File: src/rtl/synaptic_accumulator.sv
// Spike-event accumulator feeding the Izhikevich neuron core: buffers synapse
// events, looks up FP32 weights and sums them per timestep.

module fp32_add (
  input  logic [31:0] a,
  input  logic [31:0] b,
  output logic [31:0] y,
  output logic        exc
);
  logic        a_big, sub, rb, special;
  logic [31:0] big, sml;
  logic [7:0]  eb, es, d, e_n;
  logic [26:0] mb, ms, ms_sh, norm;
  logic [27:0] sum;
  logic [4:0]  lz;
  logic [30:0] res;

  always_comb begin
    a_big = (a[30:0] >= b[30:0]);
    big   = a_big ? a : b;
    sml   = a_big ? b : a;
    // Subnormals use exponent 1 with no hidden bit.
    eb    = (big[30:23] == 8'd0) ? 8'd1 : big[30:23];
    es    = (sml[30:23] == 8'd0) ? 8'd1 : sml[30:23];
    mb    = {big[30:23] != 8'd0, big[22:0], 3'b000};
    ms    = {sml[30:23] != 8'd0, sml[22:0], 3'b000};
    d     = eb - es;
    if (d >= 8'd27) begin
      ms_sh = {26'd0, |ms};
    end else begin
      ms_sh    = ms >> d;
      ms_sh[0] = ms_sh[0] | (|(ms & ~({27{1'b1}} << d)));
    end
    sub = big[31] ^ sml[31];
    sum = sub ? ({1'b0, mb} - {1'b0, ms_sh}) : ({1'b0, mb} + {1'b0, ms_sh});

    lz = 5'd27;
    for (int unsigned i = 0; i < 27; i++)
      if (sum[i]) lz = 5'(26 - i);

    e_n  = eb;
    norm = sum[26:0];
    if (sum[27]) begin
      norm = {sum[27:2], sum[1] | sum[0]};
      e_n  = eb + 8'd1;
    end else if ({3'b000, lz} < eb) begin
      norm = sum[26:0] << lz;
      e_n  = eb - {3'b000, lz};
    end else begin
      norm = sum[26:0] << (eb - 8'd1);
      e_n  = 8'd0;
    end

    // Rounding carry ripples into the exponent field, covering the
    // subnormal->normal and max-finite->inf cases without extra logic.
    rb  = norm[2] & (norm[1] | norm[0] | norm[3]);
    res = {e_n, norm[25:3]} + {30'd0, rb};

    special = (big[30:23] == 8'hff) || (sml[30:23] == 8'hff);
    if (special) begin
      if ((big[30:23] == 8'hff && big[22:0] != 23'd0) ||
          (sml[30:23] == 8'hff && sml[22:0] != 23'd0) ||
          (sub && sml[30:23] == 8'hff))
        y = 32'h7fc00000;
      else
        y = {big[31], 8'hff, 23'd0};
    end else if (sum == 28'd0) begin
      y = {big[31] & sml[31], 31'd0};
    end else if (e_n == 8'hff) begin
      y = {big[31], 8'hff, 23'd0};
    end else begin
      y = {big[31], res};
    end
    exc = (y[30:23] == 8'hff);
  end
endmodule

module synaptic_accumulator #(
  parameter int NUM_SYN    = 16,
  parameter int SYN_W      = 4,
  parameter int FIFO_DEPTH = 4
) (
  input  logic             CLK,
  input  logic             RESET,
  input  logic             SPIKE_VALID,
  input  logic [SYN_W-1:0] SPIKE_SRC,
  output logic             SPIKE_READY,
  input  logic             W_WE,
  input  logic [SYN_W-1:0] W_ADDR,
  input  logic [31:0]      W_DATA,
  input  logic             TIMESTEP,
  output logic [31:0]      I_OUT,
  output logic             I_VALID,
  output logic             ACC_EXC
);
  localparam int PTR_W = $clog2(FIFO_DEPTH);

  typedef enum logic [1:0] {IDLE, READ, ADD, PUBLISH} state_t;
  state_t state, state_nx;

  logic [31:0]      wram     [NUM_SYN];
  logic [SYN_W-1:0] fifo_mem [FIFO_DEPTH];
  logic [PTR_W-1:0] wr_ptr, rd_ptr;
  logic [PTR_W:0]   count;
  logic             pending, fifo_full, fifo_empty, push, pop;
  logic [31:0]      acc, w_reg, sum;
  logic             acc_exc_int, add_exc;

  assign fifo_full   = (count == (PTR_W+1)'(FIFO_DEPTH));
  assign fifo_empty  = (count == '0);
  assign SPIKE_READY = !fifo_full && !pending;
  assign push        = SPIKE_VALID && SPIKE_READY;

  fp32_add u_add (
    .a   (acc),
    .b   (w_reg),
    .y   (sum),
    .exc (add_exc)
  );

  always_ff @(posedge CLK) begin
    if (RESET) state <= IDLE;
    else       state <= state_nx;
  end

  always_comb begin
    state_nx = state;
    pop      = 1'b0;
    case (state)
      IDLE:    if (!fifo_empty) state_nx = READ;
               else if (pending) state_nx = PUBLISH;
      READ:    state_nx = ADD;
      ADD:     begin
                 pop      = 1'b1;
                 state_nx = IDLE;
               end
      PUBLISH: state_nx = IDLE;
      default: state_nx = IDLE;
    endcase
  end

  // Weight RAM and FIFO storage are deliberately outside the reset domain.
  always_ff @(posedge CLK) begin
    if (W_WE) wram[W_ADDR] <= W_DATA;
    if (push) fifo_mem[wr_ptr] <= SPIKE_SRC;
  end

  always_ff @(posedge CLK) begin
    if (RESET) begin
      wr_ptr      <= '0;
      rd_ptr      <= '0;
      count       <= '0;
      pending     <= 1'b0;
      acc         <= '0;
      w_reg       <= '0;
      acc_exc_int <= 1'b0;
      I_OUT       <= '0;
      I_VALID     <= 1'b0;
      ACC_EXC     <= 1'b0;
    end else begin
      I_VALID <= 1'b0;
      if (push) wr_ptr <= wr_ptr + 1'b1;
      if (pop)  rd_ptr <= rd_ptr + 1'b1;
      case ({push, pop})
        2'b10:   count <= count + 1'b1;
        2'b01:   count <= count - 1'b1;
        default: count <= count;
      endcase
      if (TIMESTEP && !pending) pending <= 1'b1;
      case (state)
        READ: w_reg <= wram[fifo_mem[rd_ptr]];
        ADD: begin
          acc         <= sum;
          acc_exc_int <= acc_exc_int | add_exc;
        end
        PUBLISH: begin
          I_OUT       <= acc;
          ACC_EXC     <= acc_exc_int;
          I_VALID     <= 1'b1;
          acc         <= '0;
          acc_exc_int <= 1'b0;
          pending     <= 1'b0;
        end
        default: ;
      endcase
    end
  end
endmodule

File: config.mk
export PLATFORM = sky130hd
export DESIGN_NAME = synaptic_accumulator
export DESIGN_NICKNAME = d
export VERILOG_FILES = /design/src/rtl/synaptic_accumulator.sv
export SDC_FILE = /design/constraint.sdc
export NUM_CORES = 1
export LEC_CHECK = 0
export BUFFER_PORTS_ARGS = -buffer_cell sky130_fd_sc_hd__buf_4
export CORE_MARGIN = 8
export CORE_UTILIZATION = 50
export CTS_CLUSTER_DIAMETER = 150
export DETAILED_ROUTE_END_ITERATION = 7
export PLACE_DENSITY_LB_ADDON = 0.15
export SLEW_MARGIN = 20
export SYNTH_ARGS = -nofsm -noshare
export SYNTH_HDL_FRONTEND = slang
export SYNTH_SLANG_ARGS = --single-unit
File: constraint.sdc
create_clock -name CLK -period 17.3 [get_ports CLK]
set_input_delay 1.73 -clock CLK [delete_from_list [all_inputs] [get_ports CLK]]
set_output_delay 1.73 -clock CLK [all_outputs]
set_load 0.01 [all_outputs]
[Yosys cells after proc, flatten, opt, wreduce, memory -nomap -nowiden]
Memories as Yosys holds them, arrays and structs flattened. A register that Yosys moved wholly into a read port is not among the register bits.
Cells that the tools add are included.
Word-level totals
  RAM bits: 528
  memories: 2
  register bits: 77
  input bits: 45
  logic and storage cells: 132
  output and inout bits: 35
Operators by class
  reductions and logical operators: 26
  shift-type cells: 4
  $add $sub $neg: 11
  multiplexer cells: 55
  eq/ne operators: 11
  $lt $le $gt $ge: 3
  bitwise operators: 10
Memories
  wram: depth 16, width 32, rd ports 1, clocked after memory_dff 1, wr ports 1, line 101  | logic [31:0] wram [NUM_SYN];
  fifo_mem: depth 4, width 4, rd ports 1, clocked after memory_dff 1, wr ports 1, line 102  | logic [SYN_W-1:0] fifo_mem [FIFO_DEPTH];
Operator list (number)
  two-way mux 32 bit: 5
  two-way mux 5 bit: 16
  case mux 32 bit (2 select lines): 1
  two-way mux 26 bit: 2
  nonzero test 23 bit: 2
  == test 8 bit (second input constant): 4
  two-way mux 4 bit: 8
  two-way mux 8 bit: 4
  adder 31 x 1 -> 31 bit: 1
  greater-or-equal comparator 31 bit: 1
  two-way mux 31 bit: 1
  adder 27 x 27 -> 28 bit: 1
  zero test 28 bit: 1
  two-way mux 28 bit: 1
  subtractor 27 x 27 -> 28 bit: 1
  bitwise AND 27 bit: 1
  two-way mux 27 bit: 1
  NOT 27 bit: 1
  OR reduction 27 bit: 1
  left shift 27 x 5 -> 26 bit: 1
  left shift 27 x 8 -> 26 bit: 1
  left shift 27 x 8 -> 27 bit (first input constant): 1
  >> shifter 27 x 8 -> 27 bit: 1
  OR reduction 24 bit: 1
  30 further kinds: 62

[Depth between registers and ports, before layout]
Gate-level depths: netlist of the first run.
  depth after elaboration: 53
  depth in mapped cells: 80
  depth with buffers taken out: 70

[Cells and area by module]
Synthesis of the first run repeated with hierarchy kept, for this count alone.
Unflattened totals
  cell total of the unflattened synthesis: 3443
  area, all modules: 36612.6 um2
By module, submodules not included
  synaptic_accumulator: instances 1, area each 24412.2 um2, seq. area each 18077.3 um2, cells each 1453
  fp32_add: instances 1, area each 12200.5 um2, seq. area each 0.0 um2, cells each 1990

[Worst setup path after synthesis of the first run]
Ideal clock, no wire load.
  path kind: reg2reg
  start point: register w_reg[30], read port of wram
  end point: register acc_exc_int
  data required time: 17.216 ns
  buffers on the path: 10
  arrival time: 14.806 ns
  cell stages (with the launch flop): 69
  setup time: 0.084 ns
  setup slack: 2.409 ns
  clock period less this slack: 14.891 ns
  cells stage by stage: dfxtp_1 > buf_2 > inv_1 > ha_1 > nand4_1 > nor4_1 > nand3_1 > and4b_1 > nand2_4 > buf_2 > buf_2 > clkbuf_1 > buf_1 > clkbuf_1 > clkbuf_1 > clkbuf_1 > a31oi_1 > ha_1 > [... 33 more ...] > a31oi_1 > nor2_1 > a21o_1 > a211oi_1 > a211o_1 > nor2_2 > a21oi_2 > mux2_2 > mux2_2 > a22oi_1 > a31oi_1 > or3b_1 > buf_2 > nor4b_4 > a31oi_1 > a211oi_1 > o2111ai_1 > o31ai_2
On the way
  word-level cells in the longest chain between the ends: 53
  elaborated cells between the ends (all ways): 76
  classes of those cells: add/sub (7); order compare (3); eq/ne (4); shift (4); mux (41); bitwise (9); reduce/logical (8)
RTL lines
  from (decl): line 106  | logic [31:0] acc, w_reg, sum;
  greater-or-equal comparator 31 bit: line 19  | a_big = (a[30:0] >= b[30:0]);
  two-way mux 32 bit, on equally long branches: line 20, 21
  zero test 8 bit, on equally long branches: line 23, 24
  two-way mux 8 bit, on equally long branches: line 23, 24
  subtractor 8 bit: line 27  | d = eb - es;
  left shift 27 x 8 -> 27 bit: line 32  | ms_sh[0] = ms_sh[0] | (|(ms & ~({27{1'b1}} << d)));
  NOT 27 bit: line 32
  bitwise AND 27 bit: line 32
  [... 37 more ...]
  bitwise AND 1 bit: line 56  | rb = norm[2] & (norm[1] | norm[0] | norm[3]);
  adder 31 x 1 -> 31 bit: line 57  | res = {e_n, norm[25:3]} + {30'd0, rb};
  two-way mux 31 bit: line 69  | end else if (e_n == 8'hff) begin
  two-way mux 32 bit: line 67  | end else if (sum == 28'd0) begin
  two-way mux 32 bit (*): line 60  | if (special) begin
  == test 8 bit (*): line 74  | exc = (y[30:23] == 8'hff);
  bitwise OR 1 bit (*): line 174  | acc_exc_int <= acc_exc_int | add_exc;
  case mux 1 bit (2 select lines) (*): line 170  | case (state)
  to (signal assigned): line 174
  to (decl): line 107  | logic acc_exc_int, add_exc;
Every way passes the cells marked *; elsewhere a longest branch is shown, timed or not.
A chain may end at the register's enable or synchronous reset.

[Worst setup path in the final report of the first run]
  start point: register w_reg[13], read port of wram
  end point: register acc_exc_int
Same word-level chain as after synthesis.

==> results.tsv, run 1 <==
metric	value	unit
cts bufs inserted	57	
CP Capture Type	flip-flop	
post-route insts no fill	4273	
drt drc	0	
total grt overflow	0	
crit start category	flip-flop	
Vias/cell	6.79	
layout cells sized above 1	17.9	%
WL/cell	30.0	um
EDFF count, synth	528	
final hold viol count	0	
syn nets	3330	
Avg Inst Size Synth	11.5	um^2
commonest non-fill, non-tap cell in the layout	edfxtp_1	
I/O pin count	80	
Final Setup Violations	0	
synthesized area	36500	um^2
Netlist cell types	124	
Mapped Cells	3181	
largest reg by FF count	wram	
Slew @ Worst Pin	1.24	ns
die height	286	um
via count	29004	
Post-synth ARST share	0	%
drt initial violations	3395	
Detailed Routing Iterations Pass 1	8	
Final WS setup	0.333	ns
Worst path slowest cell	dfxtp_1	
DP Cell Count	4165	
Root Buffer	clkbuf_16	
Synth warnings	0	
die area	81800	um^2
skew final	0.0476	ns
CTS max path bufs	3	
number of flip-flops under the largest register name	512	
fmax	0.0589	GHz
Tightest Hold Check Type	reg2reg	
gp weighted congestion	1.02	
vias in the first global route	28014	
outcome	finished clean	
CTS tree	built	
core footprint	72600	um^2
Max-cap violations	0	
CTS clk-pin slew, worst paths	0.07	ns
Final ANT Viol Nets	0	
Hold WS	0.488	ns
fin. max-slew vios	0	
Area Overhead vs Synth	11.4	%
sequential share of the synthesized area	49.6	%
type of the worst setup path	reg2reg	
DP HPWL	90.6	mm
die span in x	286	um
Period minus WS final	16.97	ns
most frequent cells in the layout	edfxtp_1 (528), nand2_1 (248), nor2_1 (232)	
synthesized flop and latch total	639	
Inserted Diodes	0	
depth of the CTS H-tree	2	
latest clock arrival within the worst-skew pair	0.62	ns
global-route wire length before repair	188	mm
WP data arrival	17.50	ns
Crit path largest cell delay	0.61	ns
crit-path max FO	24	
initial antenna violation count	0	
prevailing post-synth register cell	edfxtp_1	
Total Nets Final	3415	
Final period util	98.1	%
largest net degree at the start of global routing	78	
dpl ws	0.640	ns
starting density of the core	50.2	%
IO Port Bufs	79	
GR Util All Layers	30.2	%
clock sinks	639	
final wirelength	128	mm
slew margin rel.	16.6	%
Critical Path RT	17.83	ns
site row count	99	
area by class of cell:
| type | instances | area, um^2 |
|---|---|---|
| well taps | 959 | 1200 |
| repair buffers | 221 | 1670 |
| multi-input cells | 2242 | 17400 |
| flip-flops and latches | 639 | 18100 |
| clock inverters | 31 | 327 |
| clock buffers | 76 | 1570 |
| fillers | 6130 | 32000 |
| inverters | 105 | 394 |
path summary, 6_finish.rpt:
check                                from     endpoint  slack [ns]  depth (start not counted)
worst max-delay path            w_reg[13]  acc_exc_int        0.33                         62
worst max register to register  w_reg[13]  acc_exc_int        0.33                         62
worst min-delay path            I_OUT[31]    I_OUT[31]        0.49                          1
worst min register to register  I_OUT[31]    I_OUT[31]        0.49                          1
metal layers:
metal	vias up	track usage (%)	wire [um]
met5	-	0	0
met4	0	17.3	8820
met3	420	3.36	8650
met2	1610	50.2	61400
met1	14415	38.4	49400
li1	12559	-	-
cell usage after synthesis, types with 14 or more instances:
cell type / count / area (um^2)
a211o_1: 20 / 175
a211oi_1: 96 / 721
a21o_1: 24 / 180
a21oi_1: 191 / 956
a22o_1: 40 / 350
a22oi_1: 27 / 203
a31oi_1: 34 / 213
and2_1: 31 / 194
and3_1: 30 / 188
buf_1: 32 / 120
buf_2: 26 / 130
clkbuf_1: 117 / 439
dfxtp_1: 111 / 2220
edfxtp_1: 528 / 15900
ha_1: 100 / 1250
inv_1: 103 / 387
mux2_2: 14 / 158
mux2i_1: 89 / 891
mux4_2: 144 / 3240
nand2_1: 250 / 938
nand2b_1: 35 / 219
nand3_1: 91 / 455
nand3b_1: 14 / 105
nand4_1: 23 / 144
nor2_1: 246 / 923
nor2b_1: 42 / 263
nor3_1: 77 / 385
nor4_1: 28 / 175
o211ai_1: 20 / 150
o21a_1: 17 / 128
o21ai_0: 157 / 786
o221ai_1: 15 / 131
o22ai_1: 14 / 87.6
o31ai_1: 16 / 120
or3_1: 16 / 100
xnor2_1: 47 / 412
xor2_1: 20 / 175
metrics by stage:
step	utilization, %	TNS [ns]	area, um^2
CTS	55.8	0	40500
global route	56.0	-0.0546	40600
global placement	53.2	0	38600
floorplan	-	0	36500
detailed placement	53.2	0	38600
finish	56.0	0	40600
logic make-up after synthesis:
family	share of synthesized area [%]
multiplexers	11.8
buffers and inverters	3.49
adder cells (fa/ha/maj)	3.65
XOR/XNOR	1.67
AO/OA/AOI/OAI	16.7
AND/OR/NAND/NOR	13.1
flip-flops	49.6
worst max-delay path: cells and delay by family, from the launching register on:
| family | cells | cell delay (ns) |
|---|---|---|
| mux | 1 | 0.30 |
| xor+xnor | 1 | 0.17 |
| fa+ha+maj | 6 | 2.02 |
| buf+inv | 5 | 1.17 |
| simple gates | 20 | 4.30 |
| compound gates | 29 | 8.30 |
| flops | 1 | 0.61 |
repair_timing:
action	in CTS	in global routing
setup buffers	0	1
hold buffers	0	0
resized for setup	0	16
setup endpoints to repair	0	28
Power of run 1 is not shown: default switching activity piles up to over one toggle a cycle in this logic, so the estimate is an artifact.
==> inputs of run 2 (changes only) <==
--- a/config.mk
+++ b/config.mk
@@ -6,11 +6,14 @@
 export NUM_CORES = 1
 export LEC_CHECK = 0
 export BUFFER_PORTS_ARGS = -buffer_cell sky130_fd_sc_hd__buf_4
+export CELL_PAD_IN_SITES_DETAIL_PLACEMENT = 1
+export CELL_PAD_IN_SITES_GLOBAL_PLACEMENT = 2
 export CORE_MARGIN = 8
-export CORE_UTILIZATION = 50
+export CORE_UTILIZATION = 44
 export CTS_CLUSTER_DIAMETER = 150
 export DETAILED_ROUTE_END_ITERATION = 7
 export PLACE_DENSITY_LB_ADDON = 0.15
+export RECOVER_POWER = 25
 export SLEW_MARGIN = 20
 export SYNTH_ARGS = -nofsm -noshare
 export SYNTH_HDL_FRONTEND = slang
==> results.tsv, run 2 (same netlist as run 1, synthesis figures left out) <==
metric	value	unit	change
most common cell type on the critical path	nor2_1		
hold-critical path endpoint	I_OUT[3]		was I_OUT[31]
DP HPWL	101	mm	was 90.6 mm
type of the worst setup path	reg2reg		unchanged
gp weighted congestion	0.958		was 1.02
vias in the first global route	29922		was 28,014
Detailed Routing Iterations Pass 1	5		was 8
CP Capture Type	flip-flop		unchanged
dpl ws	0.379	ns	was 0.640 ns
Period minus WS final	16.41	ns	was 16.97 ns
depth of the CTS H-tree	2		unchanged
initial antenna violation count	3		was 0
via count	28729		was 29,004
drt initial violations	2412		was 3,395
die height	304	um	was 286 um
CTS max path bufs	3		unchanged
starting density of the core	44.4	%	was 50.2%
skew final	0.0288	ns	was 0.0476 ns
Vias/cell	6.57		was 6.79
total grt overflow	0		unchanged
Reg-to-Reg End	acc[15]		was acc_exc_int
Max-cap violations	0		unchanged
WP data arrival	16.95	ns	was 17.50 ns
GR Util All Layers	29.4	%	was 30.2%
die area	92300	um^2	was 81,800 um^2
Final WS setup	0.890	ns	was 0.333 ns
drt drc	0		unchanged
Root Buffer	clkbuf_16		unchanged
CTS tree	built		unchanged
final hold viol count	0		unchanged
crit start category	flip-flop		unchanged
commonest non-fill, non-tap cell in the layout	edfxtp_1		unchanged
Crit path largest cell delay	0.68	ns	was 0.61 ns
Slew @ Worst Pin	1.16	ns	was 1.24 ns
largest net degree at the start of global routing	77		was 78
Area Overhead vs Synth	11.6	%	was 11.4%
R2R depth	59		was 62
latest clock arrival within the worst-skew pair	0.61	ns	was 0.62 ns
clock sinks	639		unchanged
Worst path slowest cell	or4_1		was dfxtp_1
IO Port Bufs	79		unchanged
final wirelength	141	mm	was 128 mm
Final Setup Violations	0		unchanged
number of flip-flops under the largest register name	512		unchanged
Post-CTS Hold Buffers	0		unchanged
WL/cell	32.3	um	was 30.0 um
CTS clk-pin slew, worst paths	0.07	ns	about the same
most frequent cells in the layout	edfxtp_1 (528), nand2_1 (247), nor2_1 (230)		was edfxtp_1 (528), nand2_1 (248), nor2_1 (232)
I/O pin count	80		unchanged
fin. max-slew vios	0		unchanged
crit-path max FO	32		was 24
Total Nets Final	3404		was 3,415
Hold WS	0.484	ns	was 0.488 ns
site row count	105		was 99
Min-Delay Path Depth	1		unchanged
Critical Path RT	17.84	ns	was 17.83 ns
HP Start	I_OUT[3]		was I_OUT[31]
largest reg by FF count	wram		unchanged
outcome	finished clean		unchanged
slew margin rel.	21.8	%	was 16.6%
Final period util	94.9	%	was 98.1%
cts bufs inserted	57		unchanged
Final ANT Viol Nets	0		unchanged
Design Area, Final	40700	um^2	was 40,600 um^2
reg2reg setup slack	0.89	ns	was 0.33 ns
fmax	0.0609	GHz	was 0.0589 GHz
worst reg2reg startpoint	w_reg[30]		was w_reg[13]
core footprint	82100	um^2	was 72,600 um^2
global-route wire length before repair	206	mm	was 188 mm
layout cells sized above 1	16.9	%	was 17.9%
die span in x	304	um	was 286 um
DP Area	38600	um^2	about the same
Tightest Hold Check Type	reg2reg		unchanged
run 2: changes by cell type in the layout (fill, tap and decap cells not counted), moves of 3 or more:
| cell | delta |
|---|---|
| buf_4 | -40 |
| bufinv_16 | +4 |
| clkbuf_1 | +21 |
| clkbuf_8 | -6 |
| clkinv_1 | +7 |
| clkinv_2 | +4 |
| clkinvlp_4 | -3 |
run 2: through the flow:
step / setup TNS [ns] / instances / utilization, %
finish: 0 / 4375 / 49.5
floorplan: 0 / 3181 / -
detailed placement: 0 / 4258 / 47.1
global placement: 0 / 4258 / 47.1
global route: -0.0760 / 4374 / 49.5
CTS: 0 / 4366 / 49.4
run 2: worst max-delay path by stage:
stage	cells after the start	slack, ns	end	from
3_3_place_gp	69	0.37	acc_exc_int	acc[18]
2_1_floorplan	68	2.41	acc_exc_int	w_reg[30]
5_1_grt	67	-0.05	acc_exc_int	w_reg[30]
3_5_place_dp	71	0.38	acc_exc_int	w_reg[30]
6_report	59	0.89	acc[15]	w_reg[30]
4_1_cts	71	0.27	acc[15]	w_reg[30]
run 2: final cells by class:
class	instances	area (um^2)
well taps	1070	1340
diodes	1	2.50
inverters	105	394
repair buffers	209	1490
flip-flops and latches	639	18100
clock buffers	65	1490
clock inverters	43	453
fillers	8539	41400
multi-input cells	2243	17400
run 2: metal layers:
layer	vias up	GRT usage [%]	share of wire, %
li1	12535	-	-
met1	14836	36.0	40
met2	1027	51.7	50
met3	329	2.76	4.7
met4	2	14.5	5.8
met5	-	0	0.0085
run 2: worst max-delay path, delay by kind of cell, from the launching register on:
kind / cells / cell delay (ns)
AOI/OAI and AO/OA: 20 / 5.01
xor gates and xnor gates: 2 / 0.81
adders and majority gates: 5 / 1.70
buffers and inverters: 7 / 1.78
DFF: 1 / 0.47
and+or+nand+nor: 25 / 6.49
run 2: repair_timing:
item / 4_1_cts / 5_1_grt
gates resized for setup: 0 / 24
setup buffers: 0 / 7
endpoints found under the setup margin: 0 / 28
Power of run 2 is left out for the same reason.
